--- config.mk ---
export PLATFORM = sky130hd
export DESIGN_NAME = sip_operand_feeder
export DESIGN_NICKNAME = d
export VERILOG_FILES = /design/src/rtl/sip_operand_feeder.sv
export SDC_FILE = /design/constraint.sdc
export NUM_CORES = 1
export LEC_CHECK = 0
export CORE_ASPECT_RATIO = 2
export CORE_MARGIN = 2
export CORE_UTILIZATION = 26
export DETAILED_ROUTE_END_ITERATION = 10
export PLACE_DENSITY = 0.47
export SLEW_MARGIN = 20
export SYNTH_ARGS = -nofsm -noshare
export SYNTH_HDL_FRONTEND = slang
export SYNTH_SLANG_ARGS = --single-unit
--- constraint.sdc ---
create_clock -name i_Clk -period 1.75 [get_ports i_Clk]
set_clock_uncertainty 0.1 [all_clocks]
set_input_delay 0.175 -clock i_Clk [delete_from_list [all_inputs] [get_ports i_Clk]]
set_output_delay 0.175 -clock i_Clk [all_outputs]
set_load 0.1 [all_outputs]
--- src/rtl/sip_operand_feeder.sv ---
// Packs narrow act/weight beats into N_DOT-lane vectors for the SIP dot unit.
// Optional zero-padding of short vectors via i_Last when SIP_FEED_ZPAD_EN is defined.
module sip_operand_feeder #(
  parameter int unsigned N_DOT         = 32,
  parameter int unsigned BITS_PARALLEL = 2,
  parameter int unsigned IN_LANES      = 4
) (
  input  logic                              i_Clk,
  input  logic                              i_Rst_n,
  input  logic                              i_Valid,
  output logic                              o_Ready,
  input  logic [IN_LANES*BITS_PARALLEL-1:0] i_Act,
  input  logic [IN_LANES*BITS_PARALLEL-1:0] i_Weight,
  input  logic                              i_SignI,
  input  logic                              i_SignW,
  input  logic                              i_Last,
  output logic                              o_Valid,
  input  logic                              i_Ready,
  output logic [N_DOT*BITS_PARALLEL-1:0]    o_Act,
  output logic [N_DOT*BITS_PARALLEL-1:0]    o_Weight,
  output logic                              o_SignI,
  output logic                              o_SignW,
  output logic [N_DOT-1:0]                  o_PadMask
);

  localparam int unsigned BEATS = N_DOT / IN_LANES;
  localparam int unsigned IN_W  = IN_LANES * BITS_PARALLEL;
  localparam int unsigned VEC_W = N_DOT * BITS_PARALLEL;
  localparam int unsigned CNT_W = (BEATS > 1) ? $clog2(BEATS) : 1;

  localparam logic [0:0] S_FILL = 1'b0;
  localparam logic [0:0] S_FULL = 1'b1;

  logic [0:0]       state, state_n;
  logic [CNT_W-1:0] beat_cnt, cnt_n;
  logic [VEC_W-1:0] fill_act, fill_act_n;
  logic [VEC_W-1:0] fill_wt, fill_wt_n;
  logic             fill_si, fill_si_n;
  logic             fill_sw, fill_sw_n;
  logic [N_DOT-1:0] fill_pad, fill_pad_n;
  logic             accept;
  logic             end_vec;
  logic             load;
  logic             unused_last;

  assign unused_last = i_Last;
  // o_Ready is registered and only ever high in FILL, so it gates acceptance.
  assign accept = i_Valid & o_Ready;

  // Next-state, fill-register update and output-load decision.
  always_comb begin
    state_n    = state;
    cnt_n      = beat_cnt;
    fill_act_n = fill_act;
    fill_wt_n  = fill_wt;
    fill_si_n  = fill_si;
    fill_sw_n  = fill_sw;
    fill_pad_n = fill_pad;
    end_vec    = 1'b0;
    load       = 1'b0;
    case (state)
      S_FILL: begin
        if (accept) begin
          // First beat starts a clean vector so no stale lanes survive.
          if (beat_cnt == '0) begin
            fill_act_n = '0;
            fill_wt_n  = '0;
            fill_si_n  = i_SignI;
            fill_sw_n  = i_SignW;
          end
          fill_pad_n = '0;
          for (int unsigned b = 0; b < BEATS; b++) begin
            if (beat_cnt == CNT_W'(b)) begin
              fill_act_n[b*IN_W +: IN_W] = i_Act;
              fill_wt_n[b*IN_W +: IN_W]  = i_Weight;
            end
          end
          end_vec = (beat_cnt == CNT_W'(BEATS - 1));
`ifdef SIP_FEED_ZPAD_EN
          if (i_Last && !end_vec) begin
            for (int unsigned b = 0; b < BEATS; b++) begin
              if (beat_cnt == CNT_W'(b)) begin
                for (int unsigned l = 0; l < N_DOT; l++) begin
                  if (l >= (b + 1) * IN_LANES) fill_pad_n[l] = 1'b1;
                end
              end
            end
          end
          end_vec = end_vec | i_Last;
`endif
          if (end_vec) begin
            state_n = S_FULL;
            cnt_n   = '0;
          end else begin
            cnt_n = beat_cnt + CNT_W'(1);
          end
        end
      end
      S_FULL: begin
        if (!o_Valid || i_Ready) begin
          load    = 1'b1;
          state_n = S_FILL;
        end
      end
      default: state_n = S_FILL;
    endcase
  end

  // FSM state, beat counter, fill register and ready flag.
  always_ff @(posedge i_Clk or negedge i_Rst_n) begin
    if (!i_Rst_n) begin
      state    <= S_FILL;
      beat_cnt <= '0;
      fill_act <= '0;
      fill_wt  <= '0;
      fill_si  <= 1'b0;
      fill_sw  <= 1'b0;
      fill_pad <= '0;
      o_Ready  <= 1'b0;
    end else begin
      state    <= state_n;
      beat_cnt <= cnt_n;
      fill_act <= fill_act_n;
      fill_wt  <= fill_wt_n;
      fill_si  <= fill_si_n;
      fill_sw  <= fill_sw_n;
      fill_pad <= fill_pad_n;
      o_Ready  <= (state_n == S_FILL);
    end
  end

  // Output register: data holds unless a new vector loads.
  always_ff @(posedge i_Clk or negedge i_Rst_n) begin
    if (!i_Rst_n) begin
      o_Valid   <= 1'b0;
      o_Act     <= '0;
      o_Weight  <= '0;
      o_SignI   <= 1'b0;
      o_SignW   <= 1'b0;
      o_PadMask <= '0;
    end else if (load) begin
      o_Valid   <= 1'b1;
      o_Act     <= fill_act;
      o_Weight  <= fill_wt;
      o_SignI   <= fill_si;
      o_SignW   <= fill_sw;
      o_PadMask <= fill_pad;
    end else if (i_Ready) begin
      o_Valid <= 1'b0;
    end
  end

endmodule
; ---- Yosys cells after proc, flatten, opt, wreduce, memory -nomap -nowiden
; Cells that the tools add are included.
[word_totals]
ff_bits = 266
inputBits = 23
output_inout_bits = 164
[op_classes]
n_addsub = 1
eq_ne = 7
muxes = 26
n_bitwise = 3
reduce_logical = 20
[ops]
columns = op, n
row1 = 8-bit two-way mux, 16
row2 = 64-bit two-way mux, 1
row3 = 3-bit AND reduction, 8
row4 = 2-bit nonzero test, 8
row5 = 3-bit equality test (second input constant), 4
row6 = 1-bit two-way mux, 7
row7 = 3-bit by 2-bit equality test with 1-bit output (second input constant), 2
row8 = 3-bit by 1-bit adder with 3-bit output (second input constant), 1
row9 = 3-bit by 1-bit equality test with 1-bit output (second input constant), 1
row10 = 3-bit zero test, 1
row11 = 3-bit two-way mux, 1
row12 = 1-bit NOT, 2
row13 = 1-bit one-hot mux with 2 select lines, 1
row14 = 2-bit AND reduction, 1
row15 = 1-bit AND, 1
row16 = 1-bit zero test, 1
row17 = 1-bit logical OR, 1

; ---- Longest topological paths before layout
; Gate-level depths: netlist (run 1).
[logic_depth]
depth_word = 5
ltp_mapped = 8
mapped_depth_nobuf = 5

; ---- Least setup slack after synthesis (run 1)
; OpenSTA, ideal clock, no wires.
[synth_timing]
kind = reg-to-reg
start = register o_Valid
end = register o_Act[55]
setup_time_ns = 0.126
arrival_ns = 1.955
required_time_ns = 1.524
setup_slack_ns = -0.430
path_stages_with_launch = 6
synth_period_minus_slack_ns = 2.180
cell_sequence = dfrtp_1 > nand2b_1 > nand2_1 > buf_2 > buf_2 > mux2_2
[synth_via]
elab_chain_len = 4
[synth_lines]
columns = item, line_no
row1 = from (decl), 17  ; output logic o_Valid,
row2 = from (signal assigned), 135  ; o_Valid <= 1'b0;
row3 = from (signal assigned), 142  ; o_Valid <= 1'b1;
row4 = from (signal assigned), 149  ; o_Valid <= 1'b0;
row5 = 1-bit zero test, 100  ; if (!o_Valid || i_Ready) begin
row6 = 1-bit logical OR, 100
row7 = 1-bit two-way mux, 100
row8 = 1-bit two-way mux, 61  ; case (state)
row9 = to (signal assigned), 143  ; o_Act <= fill_act;
row10 = to (decl), 19  ; output logic [N_DOT*BITS_PARALLEL-1:0] o_Act,
; Every way passes these cells.
; A chain may end at the register's enable or synchronous reset.

; ---- Worst setup path in the final report (run 1)
[layout_timing]
start = register beat_cnt[0]
end = register fill_wt[48]
[layout_via]
elab_chain_len = 3
elab_cells_between_ends = 5
cone_classes = eq/ne: 1 / mux: 1 / reduce/logical: 3
[layout_lines]
columns = item, line_no
row1 = from (decl), 35  ; logic [CNT_W-1:0] beat_cnt, cnt_n;
row2 = from (signal assigned), 122  ; beat_cnt <= cnt_n;
row3 = 3-bit equality test / 3-bit zero test (equally long branches), "73, 65"
row4 = 2-bit nonzero test (no line), --
row5 = 3-bit AND reduction (no line), --
row6 = to (signal assigned), 124  ; fill_wt <= fill_wt_n;
row7 = to (decl), 37  ; logic [VEC_W-1:0] fill_wt, fill_wt_n;
; Several ways; a longest one is shown, not always the timed one.

==> metrics.md, run 1 <==
| Metric | Value |
|---|---|
| H-Tree Depth | `1` |
| Final critical-path required period | `1.663 ns` |
| N_diodes | `0` |
| Commonest non-fill, non-tap cell in the layout | `dfrtp_1` |
| Worst EP required | `2.06 ns` |
| DR DRC count | `0` |
| Status | `completed` |
| Synth Flop Type | `dfrtp_1` |
| IO buf count | `153` |
| Starting Density | `26.29%` |
| Post-CTS Setup Bufs | `0` |
| Post-DP HPWL | `20.15 mm` |
| Number of global-route vias before repair | `6,628` |
| Clock-pin slew on the worst setup and hold paths | `0.07 ns` |
| Placed Area | `14,390 um^2` |
| Root buf cell | `clkbuf_16` |
| FP Rows | `103` |
| First-pass GRT wire length | `43.29 mm` |
| Detailed Route WL | `28.30 mm` |
| Area grow syn2layout | `47.98%` |
| Share of layout cells above drive strength 1 | `44.04%` |
| Fin crit share | `95.03%` |
| Reg-to-reg startpoint | `beat_cnt[0]$_DFFE_PN0P_` |
| Crit path launch type | `flip-flop` |
| Initial antenna violation count | `0` |
| Initial DRC Count | `213` |
| Reg2reg setup slack | `0.09 ns` |
| Largest net degree at the start of global routing | `71` |
| DRT Pass-1 Iters | `4` |
| WS Path Type | `flip-flop to flip-flop` |
| DR vias | `6,301` |
| Vias per Instance | `4.301` |
| Asr flop ratio synth | `100.0%` |
| I/O pins | `187` |
| Die Ht | `286.4 um` |
| Clock sinks | `266` |
| Tot GR Track Use | `13.69%` |
| Routability congestion estimate | `0.7223` |
| Clock Tree Buf Depth | `3` |
| Worst reg2reg path depth | `7` |
| Core region area | `39,440 um^2` |
| Worst setup EP type | `flip-flop` |
| Post-synth EDFFs | `0` |
| M3 GR Usage | `1.765%` |
| Highest-count cells in the layout ignoring fill and taps | `dfrtp_1 (264), buf_12 (159), mux2_2 (149)` |
| Hold WC Path Type | `input port to async pin` |
| Met2 Use GR | `26.73%` |
| Max-cap check violation count | `0` |
| YS warnings | `0` |
| Grt peak-use layer | `met2` |
| Final Cell Area | `15,340 um^2` |
| Mapped Cells | `717` |
| Core Util, Final | `38.90%` |
| Die Area | `41,590 um^2` |
| Distinct cell type count after synthesis | `29` |
| Crit Path Max Fanout | `16` |
| Synth Cell Area | `10,370 um^2` |
| RSZ-0062 raised after global routing | `false` |
| Grt met1 use | `15.12%` |
| Worst skew pair latency | `0.52 ns` |
| FMAX | `0.6013 GHz` |
| Die width | `145.2 um` |
| CTS Buf Count | `25` |
| Worst R2R End | `fill_wt[48]$_DFFE_PN0P_` |
| Sequential cell area fraction in the yosys report | `64.20%` |
| Drt wl/cell | `19.31 um` |
| GRT Residual Overflow | `0` |
| Final setup vio count | `0` |
| Fin nets | `951` |
| Seq cells post-synth | `266` |
| CTS tree | `yes` |
| Slew Limit Fails | `0` |
| Syn Area/Cell | `14.46 um^2` |
| Final ANT Viol Nets | `0` |
| Crit path arrival time | `1.98 ns` |
| Hold Fails Final Rpt | `0` |
[cells by family (layout without fill, tap and decap cells)]
kind of cell               count (synthesis)  after routing  share of synthesized area, %
other                                      1             32                       0.03617
AOI/OAI and AO/OA                        106            106                         8.291
DFF                                      266            266                         64.20
and+or+nand+nor                           69             69                         3.102
buffers and inverters                    104            296                         5.914
muxes                                    165            165                         17.73
adders and majority gates                  6              6                        0.7241
[Yosys cell counts, types with 5 or more instances]
| cell type | count | area, um^2 |
|---|---|---|
| buf_4 | 43 | 322.8 |
| a22o_1 | 80 | 700.7 |
| inv_1 | 20 | 75.07 |
| o21ai_0 | 19 | 95.09 |
| clkbuf_1 | 5 | 18.77 |
| mux2_2 | 149 | 1678 |
| buf_2 | 13 | 65.06 |
| buf_6 | 6 | 67.56 |
| dfrtp_1 | 266 | 6656 |
| buf_1 | 17 | 63.81 |
| mux2i_1 | 16 | 160.2 |
| nand2_1 | 54 | 202.7 |
| ha_1 | 6 | 75.07 |
[worst max-delay path by stage]
stage                       startpoint                       end  slack [ns]
3_3_place_gp                   i_Valid  fill_act[45]$_DFFE_PN0P_       -0.06
5_1_grt        beat_cnt[0]$_DFFE_PN0P_   fill_wt[49]$_DFFE_PN0P_        0.01
6_report       beat_cnt[0]$_DFFE_PN0P_   fill_wt[48]$_DFFE_PN0P_        0.09
3_5_place_dp                   i_Valid  fill_act[45]$_DFFE_PN0P_       -0.09
2_1_floorplan  beat_cnt[0]$_DFFE_PN0P_   fill_act[0]$_DFFE_PN0P_       0.002
4_1_cts        beat_cnt[0]$_DFFE_PN0P_   fill_wt[27]$_DFFE_PN0P_        0.05
[sequential cells by signal (all words and copies together) (netlist names)]
signal,flops
fill_act,64
o_Ready,1
o_Valid,1
o_Act,64
fill_si,1
beat_cnt,3
o_Weight,64
o_SignW,1
state,1
fill_sw,1
o_SignI,1
fill_wt,64
[layout make-up]
cell class	count	area (um^2)
fill	3729	24090
multi-input combinational	378	3232
clock buffer	31	678.2
inverter	20	75.07
tap	525	656.9
clock inverter	14	252.7
sequential	266	6664
timing repair buffer	231	3784
[per-layer routing]
metal | share of wire, % | vias up | routed length (um)
met5 | 0 | - | 0
met4 | 2.5 | 0 | 715
met3 | 3.4 | 38 | 965
met2 | 58 | 146 | 16360
met1 | 36 | 3270 | 10250
li1 | - | 2847 | -
[metrics by stage]
step / setup slack, ns / hold WS [ns] / TNS, ns / cells
5_1_grt: 0.01210 / 0.04218 / 0 / 1465
6_report: 0.08702 / 0.01973 / 0 / 1465
3_3_place_gp: -0.05556 / -0.005471 / -4.726 / 1419
3_5_place_dp: -0.08794 / -0.009071 / -9.211 / 1419
2_1_floorplan: 0.001739 / -0.2206 / 0 / 748
4_1_cts: 0.05449 / 0.01060 / 0 / 1465
[timing repair]
item	in CTS	in global routing
hold buffers	1	0
endpoints found under the setup margin	0	2
resized for setup	0	2
endpoints found under the hold margin	266	0
[critical path, stage by stage, from the launching register on]
cell	delay [ns]
dfrtp_1	0.38
inv_1	0.08
buf_4	0.11
ha_1	0.21
nand2_1	0.10
a21o_1	0.22
buf_12	0.17
a22o_1	0.18
Power of run 1 is not shown: default switching activity piles up to over one toggle a cycle in this logic, so the estimate is an artifact.
==> run 2: changes to the inputs <==
CAP_MARGIN = 10   (was default)
HOLD_SLACK_MARGIN = 0.15   (was default)
==> run 2 against run 1 <==
First-iteration DRC count shrank 1.9%. Register-to-register slack is essentially flat. Clock-buffer cell count is the same. Non-clock buffer count grew 2. Critical path type unchanged. Critical endpoint unchanged. Largest cell class unchanged.
==> metrics.md, run 2 (same netlist as run 1, synthesis figures left out) <==
| Metric | Value |
|---|---|
| Final ANT Viol Nets | `0 (unchanged)` |
| Die width | `145.2 um (unchanged)` |
| Slew Limit Fails | `0 (unchanged)` |
| Core region area | `39,440 um^2 (unchanged)` |
| Uppermost layer routed | `met4` |
| Post-DP HPWL | `20.15 mm (unchanged)` |
| Die Area | `41,590 um^2 (unchanged)` |
| Vias per Instance | `4.303 (about the same)` |
| Clock Tree Buf Depth | `3 (unchanged)` |
| Place WS | `-0.08794 ns (unchanged)` |
| First-pass GRT wire length | `43.35 mm (+0.13%)` |
| Hold Fails Final Rpt | `0 (unchanged)` |
| Met1 Wirelength | `10.25 mm (about the same)` |
| Worst setup EP type | `flip-flop` |
| Tot GR Track Use | `13.70% (about the same)` |
| CP max-delay cell | `dfrtp_1` |
| Clock sinks | `266 (unchanged)` |
| Status | `completed` |
| Hold Path Origin | `i_SignW` |
| Bufs and invs on worst path | `3 (unchanged)` |
| Clock-pin slew on the worst setup and hold paths | `0.06 ns (about the same)` |
| Commonest non-fill, non-tap cell in the layout | `dfrtp_1` |
| CP max stage delay | `0.38 ns (about the same)` |
| Met2 routed WL | `16.30 mm (-0.37%)` |
| Worst skew pair latency | `0.53 ns (about the same)` |
| Detailed Route WL | `28.37 mm (+0.26%)` |
| Highest-count cells in the layout ignoring fill and taps | `dfrtp_1 (264), buf_12 (159), mux2_2 (149)` |
| CTS Buf Count | `25 (unchanged)` |
| GRT Residual Overflow | `0 (unchanged)` |
| Cell Chain, Critical Path | `inv_1 -> buf_4 -> ha_1 -> nand2_1 -> a21o_1 -> buf_12 -> a22o_1` |
| Die Ht | `286.4 um (unchanged)` |
| Largest net degree at the start of global routing | `71 (unchanged)` |
| IO buf count | `153 (unchanged)` |
| Fin crit share | `94.86% (-0.16 points)` |
| DR vias | `6,313 (+0.19%)` |
| Drt wl/cell | `19.34 um (+0.12%)` |
| RSZ-0062 raised after global routing | `false` |
| Routability congestion estimate | `0.7223 (unchanged)` |
| Worst reg2reg path depth | `7 (unchanged)` |
| Hold WC Path Type | `input port to flip-flop` |
| Max-cap check violation count | `0 (unchanged)` |
| Post-CTS Setup Bufs | `0 (unchanged)` |
| WP depth | `7 (unchanged)` |
| Crit path launch type | `flip-flop` |
| Reg-to-reg startpoint | `beat_cnt[0]$_DFFE_PN0P_` |
| FP Rows | `103 (unchanged)` |
| Initial DRC Count | `209 (-1.9%)` |
| Worst R2R End | `fill_wt[48]$_DFFE_PN0P_` |
| Starting Density | `26.29% (unchanged)` |
| Crit path arrival time | `1.98 ns (about the same)` |
| CP delay by family, top | `compound AO/OA/AOI/OAI gates` |
| Worst Setup SP | `beat_cnt[0]$_DFFE_PN0P_` |
| Worst EP required | `2.07 ns (about the same)` |
| DR DRC count | `0 (unchanged)` |
| Number of global-route vias before repair | `6,644 (+0.24%)` |
| DRT Pass-1 Iters | `4 (unchanged)` |
| Worst Setup EP | `fill_wt[48]$_DFFE_PN0P_` |
| CTS tree | `yes` |
| Root buf cell | `clkbuf_16` |
| N_diodes | `0 (unchanged)` |
| Hold depth | `2` |
| Final critical-path required period | `1.660 ns (-0.002844 ns)` |
| I/O pins | `187 (unchanged)` |
| Final WS setup | `0.08987 ns (+0.002844 ns)` |
| Area grow syn2layout | `48.18%` |
| Reg2reg setup slack | `0.09 ns (about the same)` |
| Fin nets | `953 (+0.21%)` |
| FMAX | `0.6024 GHz (+0.17%)` |
| WS Path Type | `flip-flop to flip-flop` |
| Share of layout cells above drive strength 1 | `43.95% (-0.094 points)` |
| H-Tree Depth | `1 (unchanged)` |
| Crit Path Max Fanout | `16 (unchanged)` |
| Initial antenna violation count | `0 (unchanged)` |
| Met3 WL | `1.090 mm (+13%)` |
| Final setup vio count | `0 (unchanged)` |
[run 2: worst reg2reg max path: cells and delay by family (launching register included)]
family	cells	cell delay [ns]
AO/OA/AOI/OAI	2	0.41
buffers and inverters	3	0.36
AND/OR/NAND/NOR	1	0.10
adder cells (fa/ha/maj)	1	0.21
flip-flops	1	0.38
[run 2: repair_timing]
action	4_1_cts	5_1_grt
endpoints found under the setup margin	0	2
hold endpoints to repair	267	0
hold buffers	3	0
resized for setup	0	2
[run 2: how the worst min path moves through the flow]
stage                                    endpoint  slack (ns)
final                         fill_sw$_DFFE_PN0P_        0.18
after global routing          fill_sw$_DFFE_PN0P_        0.18
after CTS                     fill_sw$_DFFE_PN0P_        0.15
after detailed placement    o_Act[29]$_DFFE_PN0P_      -0.009
after global placement      o_Act[29]$_DFFE_PN0P_      -0.005
after floorplan           beat_cnt[0]$_DFFE_PN0P_       -0.22
[run 2: layout make-up]
type	count	area [um^2]
clock buffer	31	678.2
clock inverter	14	252.7
fill	3728	24070
inverter	20	75.07
multi-input combinational	378	3232
sequential	266	6664
tap	525	656.9
timing repair buffer	233	3804
[run 2: per-stage QoR]
step | cell area (um^2) | hold WS (ns) | utilization (%) | cells | setup TNS, ns
after floorplan | 10500 | -0.2206 | - | 748 | 0
after global placement | 14390 | -0.005471 | 36.50 | 1419 | -4.726
after detailed placement | 14390 | -0.009071 | 36.50 | 1419 | -9.211
after CTS | 15350 | 0.1532 | 38.94 | 1467 | 0
after global routing | 15360 | 0.1761 | 38.96 | 1467 | 0
final | 15360 | 0.1812 | 38.96 | 1467 | 0
[run 2: routing by layer]
layer	vias up	global-route usage, %
met2	152	26.78
met5	-	0
li1	2849	-
met4	0	4.534
met1	3270	15.12
met3	42	1.765
Power of run 2 is left out for the same reason.
==> run 3: changes to the inputs <==
GPL_ROUTABILITY_DRIVEN = 0   (was default)
==> results of run 3 <==
Same layout as run 2: the final DEF is identical, and so are final timing and power.
Power of run 3 is left out for the same reason.
